[src/rtl/ravenoc_buf_pkg.sv]
// Shared definitions for the router input VC buffer: flit framing types and
// request-bus field positions.
package ravenoc_buf_pkg;

  localparam int NUM_VC    = 2;
  localparam int REQ_W     = 37;
  localparam int VALID_BIT = 0;
  localparam int VC_BIT    = 2;
  localparam int TYPE_MSB  = 33;
  localparam int TYPE_LSB  = 32;
  localparam int FLIT_LSB  = 3;
  localparam int DATA_W    = REQ_W - FLIT_LSB;

  typedef enum logic [1:0] {
    FLIT_HEAD      = 2'b00,
    FLIT_BODY      = 2'b01,
    FLIT_TAIL      = 2'b10,
    FLIT_HEAD_TAIL = 2'b11
  } flit_type_e;

  typedef enum logic {
    FR_IDLE   = 1'b0,
    FR_IN_PKT = 1'b1
  } frame_state_e;

endpackage

[src/rtl/input_vc_buffer_vc_fifo.sv]
// Single virtual-channel flit FIFO with a power-of-two depth and an
// occupancy count one bit wider than the pointers.
module vc_fifo
  import ravenoc_buf_pkg::*;
#(
  parameter int DEPTH = 4,
  parameter int W     = DATA_W
) (
  input  logic                   clk,
  input  logic                   srst,
  input  logic                   push,
  input  logic                   pop,
  input  logic [W-1:0]           data,
  output logic [W-1:0]           head,
  output logic [$clog2(DEPTH):0] count
);

  localparam int AW = $clog2(DEPTH);
  localparam int CW = AW + 1;

  logic [W-1:0]  mem [DEPTH];
  logic [AW-1:0] wr_ptr_reg;
  logic [AW-1:0] rd_ptr_reg;
  logic [CW-1:0] count_reg;

  always_ff @(posedge clk) begin
    if (push) begin
      mem[wr_ptr_reg] <= data;
    end
  end

  always_ff @(posedge clk) begin
    if (srst) begin
      wr_ptr_reg <= '0;
      rd_ptr_reg <= '0;
      count_reg  <= '0;
    end else begin
      if (push) wr_ptr_reg <= wr_ptr_reg + AW'(1);
      if (pop)  rd_ptr_reg <= rd_ptr_reg + AW'(1);
      count_reg <= count_reg + CW'(push) - CW'(pop);
    end
  end

  // Head is read straight from storage so a flit is visible the cycle after its push.
  assign head  = mem[rd_ptr_reg];
  assign count = count_reg;

endmodule

[src/rtl/input_vc_buffer.sv]
// Per-VC input buffer in front of input_router: one FIFO and framing checker
// per VC, round-robin head selection onto the request bus, credit return on pop.
module input_vc_buffer #(
  parameter int NUM_VC = ravenoc_buf_pkg::NUM_VC,
  parameter int DEPTH  = 4,
  parameter int REQ_W  = ravenoc_buf_pkg::REQ_W
) (
  input  logic              clk,
  input  logic              arst,
  input  logic              in_valid_i,
  input  logic              in_vc_i,
  input  logic [REQ_W-1:0]  in_flit_i,
  output logic [NUM_VC-1:0] in_ready_o,
  output logic [REQ_W-1:0]  out_req_o,
  input  logic              out_ack_i,
  output logic [NUM_VC-1:0] credit_o,
  output logic              err_o,
  output logic              err_vc_o
);
  import ravenoc_buf_pkg::*;

  localparam int CW = $clog2(DEPTH) + 1;
  localparam int DW = REQ_W - FLIT_LSB;

  logic [NUM_VC-1:0] push_v;
  logic [NUM_VC-1:0] pop_v;
  logic [NUM_VC-1:0] nonempty_next;
  logic [NUM_VC-1:0] frame_err;
  logic [CW-1:0]     count      [NUM_VC];
  logic [CW-1:0]     count_next [NUM_VC];
  logic [DW-1:0]     head       [NUM_VC];

  logic       push;
  logic       pop;
  logic       drop;
  logic       sel_valid_reg, sel_valid_next;
  logic       sel_vc_reg, sel_vc_next;
  logic       err_reg, err_vc_reg, frame_seen_reg;
  logic       unused_bits;
  flit_type_e in_type;

  assign push        = in_valid_i && in_ready_o[in_vc_i];
  assign drop        = in_valid_i && !in_ready_o[in_vc_i];
  assign pop         = sel_valid_reg && out_ack_i;
  assign in_type     = flit_type_e'(in_flit_i[TYPE_MSB:TYPE_LSB]);
  assign unused_bits = ^in_flit_i[FLIT_LSB-1:0];

  for (genvar gi = 0; gi < NUM_VC; gi++) begin : g_vc
    frame_state_e state_reg, state_next;
    logic         bad_flit;

    assign in_ready_o[gi]    = (count[gi] != CW'(DEPTH));
    assign push_v[gi]        = push && (in_vc_i == 1'(gi));
    assign pop_v[gi]         = pop && (sel_vc_reg == 1'(gi));
    assign count_next[gi]    = count[gi] + CW'(push_v[gi]) - CW'(pop_v[gi]);
    assign nonempty_next[gi] = (count_next[gi] != '0);

    vc_fifo #(
      .DEPTH(DEPTH),
      .W    (DW)
    ) u_fifo (
      .clk  (clk),
      .srst (arst),
      .push (push_v[gi]),
      .pop  (pop_v[gi]),
      .data (in_flit_i[REQ_W-1:FLIT_LSB]),
      .head (head[gi]),
      .count(count[gi])
    );

    always_ff @(posedge clk) begin
      if (arst) state_reg <= FR_IDLE;
      else      state_reg <= state_next;
    end

    // Malformed flits still move the tracker so it resynchronises on the next packet.
    always_comb begin
      state_next = state_reg;
      if (push_v[gi]) begin
        case (state_reg)
          FR_IDLE:   if (in_type == FLIT_HEAD) state_next = FR_IN_PKT;
          FR_IN_PKT: if (in_type == FLIT_TAIL || in_type == FLIT_HEAD_TAIL) state_next = FR_IDLE;
          default:   state_next = FR_IDLE;
        endcase
      end
    end

    always_comb begin
      bad_flit = 1'b0;
      if (push_v[gi]) begin
        if (state_reg == FR_IDLE) bad_flit = (in_type == FLIT_BODY) || (in_type == FLIT_TAIL);
        else                      bad_flit = (in_type == FLIT_HEAD) || (in_type == FLIT_HEAD_TAIL);
      end
    end

    assign frame_err[gi] = bad_flit;
  end

  // sel_vc_reg doubles as the last grant, so the search starts at the other VC.
  always_comb begin
    sel_valid_next = sel_valid_reg;
    sel_vc_next    = sel_vc_reg;
    if (!sel_valid_reg || pop) begin
      sel_valid_next = |nonempty_next;
      if (nonempty_next[!sel_vc_reg]) sel_vc_next = !sel_vc_reg;
    end
  end

  always_ff @(posedge clk) begin
    if (arst) begin
      sel_valid_reg <= 1'b0;
      sel_vc_reg    <= 1'b0;
    end else begin
      sel_valid_reg <= sel_valid_next;
      sel_vc_reg    <= sel_vc_next;
    end
  end

  // err_o also covers overflow drops; err_vc_o only records the first framing error.
  always_ff @(posedge clk) begin
    if (arst) begin
      err_reg        <= 1'b0;
      err_vc_reg     <= 1'b0;
      frame_seen_reg <= 1'b0;
    end else begin
      if (drop || |frame_err) err_reg <= 1'b1;
      if (|frame_err && !frame_seen_reg) begin
        frame_seen_reg <= 1'b1;
        err_vc_reg     <= in_vc_i;
      end
    end
  end

  always_comb begin
    out_req_o = '0;
    if (sel_valid_reg) begin
      out_req_o[REQ_W-1:FLIT_LSB] = head[sel_vc_reg];
      out_req_o[VC_BIT]           = sel_vc_reg;
      out_req_o[VALID_BIT]        = 1'b1;
    end
  end

  assign credit_o = pop_v & {NUM_VC{!arst}};
  assign err_o    = err_reg;
  assign err_vc_o = err_vc_reg;

endmodule

[config.mk]
export PLATFORM = sky130hd
export DESIGN_NAME = input_vc_buffer
export DESIGN_NICKNAME = d
export VERILOG_FILES = /design/src/rtl/ravenoc_buf_pkg.sv /design/src/rtl/input_vc_buffer_vc_fifo.sv /design/src/rtl/input_vc_buffer.sv
export SDC_FILE = /design/constraint.sdc
export NUM_CORES = 1
export LEC_CHECK = 0
export ABC_AREA = 1
export CAP_MARGIN = 20
export CORE_MARGIN = 10
export CORE_UTILIZATION = 55
export CTS_CLUSTER_SIZE = 14
export DETAILED_ROUTE_END_ITERATION = 7
export PLACE_DENSITY = 0.75
export SYNTH_ARGS = -nofsm -noshare
export SYNTH_HDL_FRONTEND = slang
export SYNTH_HIERARCHICAL = 1
export SYNTH_SLANG_ARGS = --single-unit
[constraint.sdc]
create_clock -name clk -period 7.14 [get_ports clk]
set_clock_uncertainty 0.2 [all_clocks]
set_input_delay 1.071 -clock clk [delete_from_list [all_inputs] [get_ports clk]]
set_output_delay 1.071 -clock clk [all_outputs]
set_load 0.05 [all_outputs]
-- Word-level counts from Yosys, hierarchy flattened
Memories as Yosys holds them, arrays and structs flattened. A register that Yosys moved wholly into a read port is not among the register bits.
Index checks and enable logic that the tools add are counted.
- memories kept: 2
- input port bits: 42
- register bits after elaboration: 21
- bits in writable memories: 272
- memories (name ; words ; width ; rd ports ; clocked after memory_dff ; write ports ; RTL line ; RTL):
    g_vc[0].u_fifo.mem ; 4 ; 34 ; 1 ; 1 ; 1 ; input_vc_buffer_vc_fifo.sv:21 ; logic [W-1:0] mem [DEPTH];
    g_vc[1].u_fifo.mem ; 4 ; 34 ; 1 ; 1 ; 1 ; input_vc_buffer_vc_fifo.sv:21 ;
- reduce and logical (&&, ||, !) cells: 24
- equal/unequal tests: 5
- $lt $le $gt $ge: 3
- bitwise operators: 6
- add/subtract/negate cells: 8
- multiplexer cells: 25
- operators with widths (kind ; count):
    2-to-1 mux 34 bit ; 3
    2-to-1 mux 35 bit ; 1
    2-to-1 mux 1 bit ; 15
    adder 2 x 1 -> 2 bit (second input constant) ; 4
    logical AND 1 bit ; 8
    2-to-1 mux 2 bit ; 4
    adder 3 x 1 -> 3 bit ; 2
    inequality test 3 bit (second input constant) ; 2
    nonzero test 3 bit ; 2
    subtractor 3 x 1 -> 3 bit ; 2
    logical NOT 1 bit ; 5
    logical OR 1 bit ; 5
    equality test 2 bit (second input constant) ; 2
    less-than comparator 1 x 2 -> 1 bit (second input constant) ; 2
    NOT 1 bit ; 4
    one-hot mux 1 bit (2 select lines) ; 2
    OR reduction 2 bit ; 2
    AND 2 bit ; 1
    equality test 2 x 1 -> 1 bit (second input constant) ; 1
    greater-or-equal comparator 2 bit (second input constant) ; 1
    logical NOT 2 bit ; 1
    NOT 1 -> 2 bit ; 1
    AND reduction 2 bit ; 1

-- Depth between registers and ports, before layout
- word-level depth: 11
- mapped depth: 13

-- Modules after synthesis
Netlist, hierarchy kept.
- by module, submodules not included (module ; times used ; area an instance (um^2) ; cells each):
    vc_fifo ; 2 ; 5599.1 ; 420
    input_vc_buffer ; 1 ; 1176.1 ; 217

-- Worst setup path before layout
No wires, ideal clock.
- kind: in2out
- from: input port out_ack_i
- to: output port credit_o[0]
- arrival: 2.216 ns
- path buffers: 0
- path slack: 3.653 ns
- stages: 2
- path through: inv_1 > nor3_1
- longest elaborated chain between the ends: 3
- RTL lines (what ; RTL line ; RTL):
    start: declaration ; input_vc_buffer.sv:15 ; input logic out_ack_i,
    logical AND 1 bit ; input_vc_buffer.sv:44 ; assign pop = sel_valid_reg && out_ack_i;
    logical AND 1 bit ; input_vc_buffer.sv:54 ; assign pop_v[gi] = pop && (sel_vc_reg == 1'(gi));
    AND 2 bit ; input_vc_buffer.sv:143 ; assign credit_o = pop_v & {NUM_VC{!arst}};
    end: declaration ; input_vc_buffer.sv:16 ; output logic [NUM_VC-1:0] credit_o,
No other way between the ends.

-- Worst setup path in the final report
- from: input port arst
- to: output port credit_o[0]
- longest elaborated chain between the ends: 2
- RTL lines (what ; RTL line ; RTL):
    start: declaration ; input_vc_buffer.sv:9 ; input logic arst,
    logical NOT 1 bit ; input_vc_buffer.sv:143 ;
    AND 2 bit ; input_vc_buffer.sv:143 ;
No other way between the ends.

==> results <==
- The flow ran to the end, and the final reports show no timing, DRC or antenna violations.
- The via count is slightly below 8000.
- Traced cell by cell, the critical path runs through clkdlybuf4s50_1, nor3_1, clkdlybuf4s50_1.
- The standby leakage power is slightly above 0.005 uW.
- Total power for the finished layout comes to between 4000 and 5000 uW.
- The count of cells in the finished layout, fillers not included, comes to ~1400.
- Clock tree synthesis found a total of 297 sinks.
- The initial core utilization is between 50% and 60%.
- The number of nets in the layout is 1189.
- The clock passes through at most 3 buffers.
- The placement-stage cell area is 0.0132 sq mm.
- The area added between synthesis and finish is 14.2%.
- The highest fanout seen on the critical path is 23.
- The post-synthesis net count is about 1100.
- The root buffer cell is sky130_fd_sc_hd__clkbuf_16.
- The maximum number of pins on one net before global-route repair is 70.
- The nature of the critical path startpoint is a primary input.
- Counting flops and latches in the post-synthesis netlist gives around 300.
- The number of flip-flops in the largest register is about 270.
- The slew of the pin with the lowest slew margin is 0.933 ns.
- The worst hold path passes through 2 cells.
- The clock tree from TritonCTS is built.
- The max-slew violation total from the final report is 0.
- The post-route netlist has under 10% of its cells at a drive strength greater than 1.
- The type of destination of the critical path is an output port.
- After clock tree synthesis, the clock-pin slew on the worst setup and hold paths is 0.06 ns.
- The number of gates resized after CTS was 0.
- The clock reaches the later pin of the worst-skew pair after roughly 0.53 ns.
- The worst ir drop on vdd is roughly 170 uV.
- In this run the horizontal extent of the chip is around 170 um.
- The placed wire-length estimate after detailed placement is between 10000 and 15000 um.
- The global-route wire length before repair is 40400 um.
- Measured in cells, the most critical reg-to-reg path has a length of 12.
- CTS built an H-tree with a depth of 1.
- The worst pin sits at a relative slew slack of ~38%.
- The minimum clock period is between 4 and 5 ns.
- The final count of hold timing violations came to 0.
- Sequential elements use between 70 and 80% of the synthesized area.
- The number of design rule violations left after detail routing is 0.
- The core region is between 0.02 and 0.025 sq mm.
- The number of top-level pins is 85.
- For this design the ratio of total power to cell area is approximately 340 mW/mm^2.
- The worst path buffer plus inverter count is 2.
- The vertical die dimension is roughly 170 um.
- After filler insertion, the fill cell instance count of the layout stands at 1597.
- In this run, CTS created clock tree buffers numbering 29.
- The critical path is of the in2out type.
- The via-per-instance ratio is about 5.5.
- The number of antenna violations at the first check in global routing is 0.
- Among cell families on the critical path, the largest total delay comes from buffers and inverters.
- The Yosys step of the flow raised 6 warnings.
- The detail route stage leaves a number of antenna-violating nets equal to 0.
- The repair_antennas step left the layout with diodes totalling 0.
- The number of global-route vias before repair is 7638.
- The critical path crosses 3 cells after its start point.
- The setup TNS is 0 ns.
- The die covers ~0.029 sq mm.
- The post-synthesis cell count is 1057.
- The wire length per cell is about 18 um.
- The pre-antenna-repair detailed-routing pass consisted of 5 iterations.
- The arrival time of data at the critical path endpoint is just over 3 ns.
- The hold buffer count at cts is 0.
- Leaving out fill and tap cells, the most frequent cells in the layout are 272 x sky130_fd_sc_hd__edfxtp_1, 219 x sky130_fd_sc_hd__nor2_1, 116 x sky130_fd_sc_hd__o21ai_1.
- The routability-driven placement congestion ratio is 0.729.
- Input and output buffers added on the ports amount to 80.
- In the finished design, the share of the clock period the worst path needs comes to 61.3%.
- The post-route cell area is 0.0141 sq mm.
- Across the run, the number of max-cap violations was 0.
- The unique cell type count in the Yosys netlist is 31.
- The total congestion overflow after global routing is 0.
- The DRC marker count from the first detailed-route iteration is between 600 and 700.
- The buffers inserted during post-CTS setup optimization is 0.
- The leading cell type in the layout, fill and taps excluded is sky130_fd_sc_hd__edfxtp_1.
- The number of core rows is 54.
- The slowest stage of the critical path belongs to the cell sky130_fd_sc_hd__clkdlybuf4s50_1.
- The data required time at the worst endpoint is between 5 and 6 ns.
- Setup repair after global routing left no endpoint under its margin.
- The synthesized area per cell is 11.7 sq um.
- The critical path's most frequent cell is sky130_fd_sc_hd__clkdlybuf4s50_1.
- Setup violations remaining at the end of the flow were counted as 0.
- The upper clock frequency limit is roughly 0.23 GHz.
- The synthesized area is 0.0124 sq mm.
- The type of the worst min-delay path is reg2reg.
- The worst stage delay on the critical path is 0.85 ns.
- The total wirelength of the detailed-routed design is 25800 um.
- The total instance count after detailed placement is 1372.
- In the global route stage, overall resource usage came out at 17.5%.
[Yosys cell counts (all sizes together)]
cell type	count	area, sq um
a211oi	2	15.0
a21oi	12	60.1
buf	44	365
clkbuf	14	55.1
clkinv	1	3.75
conb	1	3.75
dfxtp	25	500
edfxtp	272	8170
fa	4	80.1
ha	19	238
inv	58	223
nand2	117	449
nand3	43	220
nand4	3	18.8
nor2	223	857
nor3	7	35.0
nor3b	2	15.0
o21ai	205	1030
or2	1	6.26
xnor2	2	17.5
xor2	2	17.5
[cell type report]
| cell class | count | area, sq um | area share (%) |
|---|---|---|---|
| Sequential cell | 297 | 8670 | 61.4 |
| Multi-Input combinational cell | 643 | 3060 | 21.7 |
| Timing Repair Buffer | 94 | 918 | 6.50 |
| Clock buffer | 36 | 782 | 5.53 |
| Tap cell | 280 | 350 | 2.48 |
| Inverter | 59 | 226 | 1.60 |
| Clock inverter | 16 | 123 | 0.868 |
[tightest hold or removal path, stage by stage (launching register included)]
cell and delay, ns:
sky130_fd_sc_hd__dfxtp_1 0.33, sky130_fd_sc_hd__a21oi_1 0.04, sky130_fd_sc_hd__nor2_1 0.08
[stage by stage]
step	worst slack (ns)	hold WS, ns	utilization, %
global route	2.56	0.313	64.3
global placement	2.77	0.258	60.1
CTS	2.64	0.286	64.3
floorplan	3.65	0.242	-
finish	2.76	0.286	64.3
detailed placement	2.76	0.276	60.1
[kinds of logic (layout without fill, tap and decap cells)]
kind of cell | Yosys count | count (layout) | synth area share [%]
adder cells (fa/ha/maj) | 23 | 23 | 2.57
XOR/XNOR | 4 | 4 | 0.283
AND/OR/NAND/NOR | 396 | 396 | 12.9
flip-flops | 297 | 297 | 70.1
AO/OA/AOI/OAI | 219 | 219 | 8.90
buffers and inverters | 117 | 205 | 5.23
other | 1 | 1 | 0.0303
[final timing paths]
kind | startpoint | endpoint | slack (ns)
setup / recovery | arst | credit_o[0] | 2.76
hold / removal | err_vc_o | err_vc_o | 0.29
setup reg to reg | sel_vc_reg | sel_valid_reg | 4.22
hold reg to reg | err_vc_o | err_vc_o | 0.29
[layer usage]
metal,part of all wire [%],vias up,GRT usage [%]
li1,-,3797,-
met1,41,3731,21.7
met2,49,272,30.1
met3,7.7,48,3.54
met4,2.4,0,5.49
met5,0,-,0
[power breakdown]
part           switching [uW]  total, uW  internal [uW]
Clock                     594       1430            840
Combinational             933       1330            396
Sequential               47.2       2060           2010
Total                    1570       4820           3240
No activity file was read; power rests on OpenSTA's default activity.
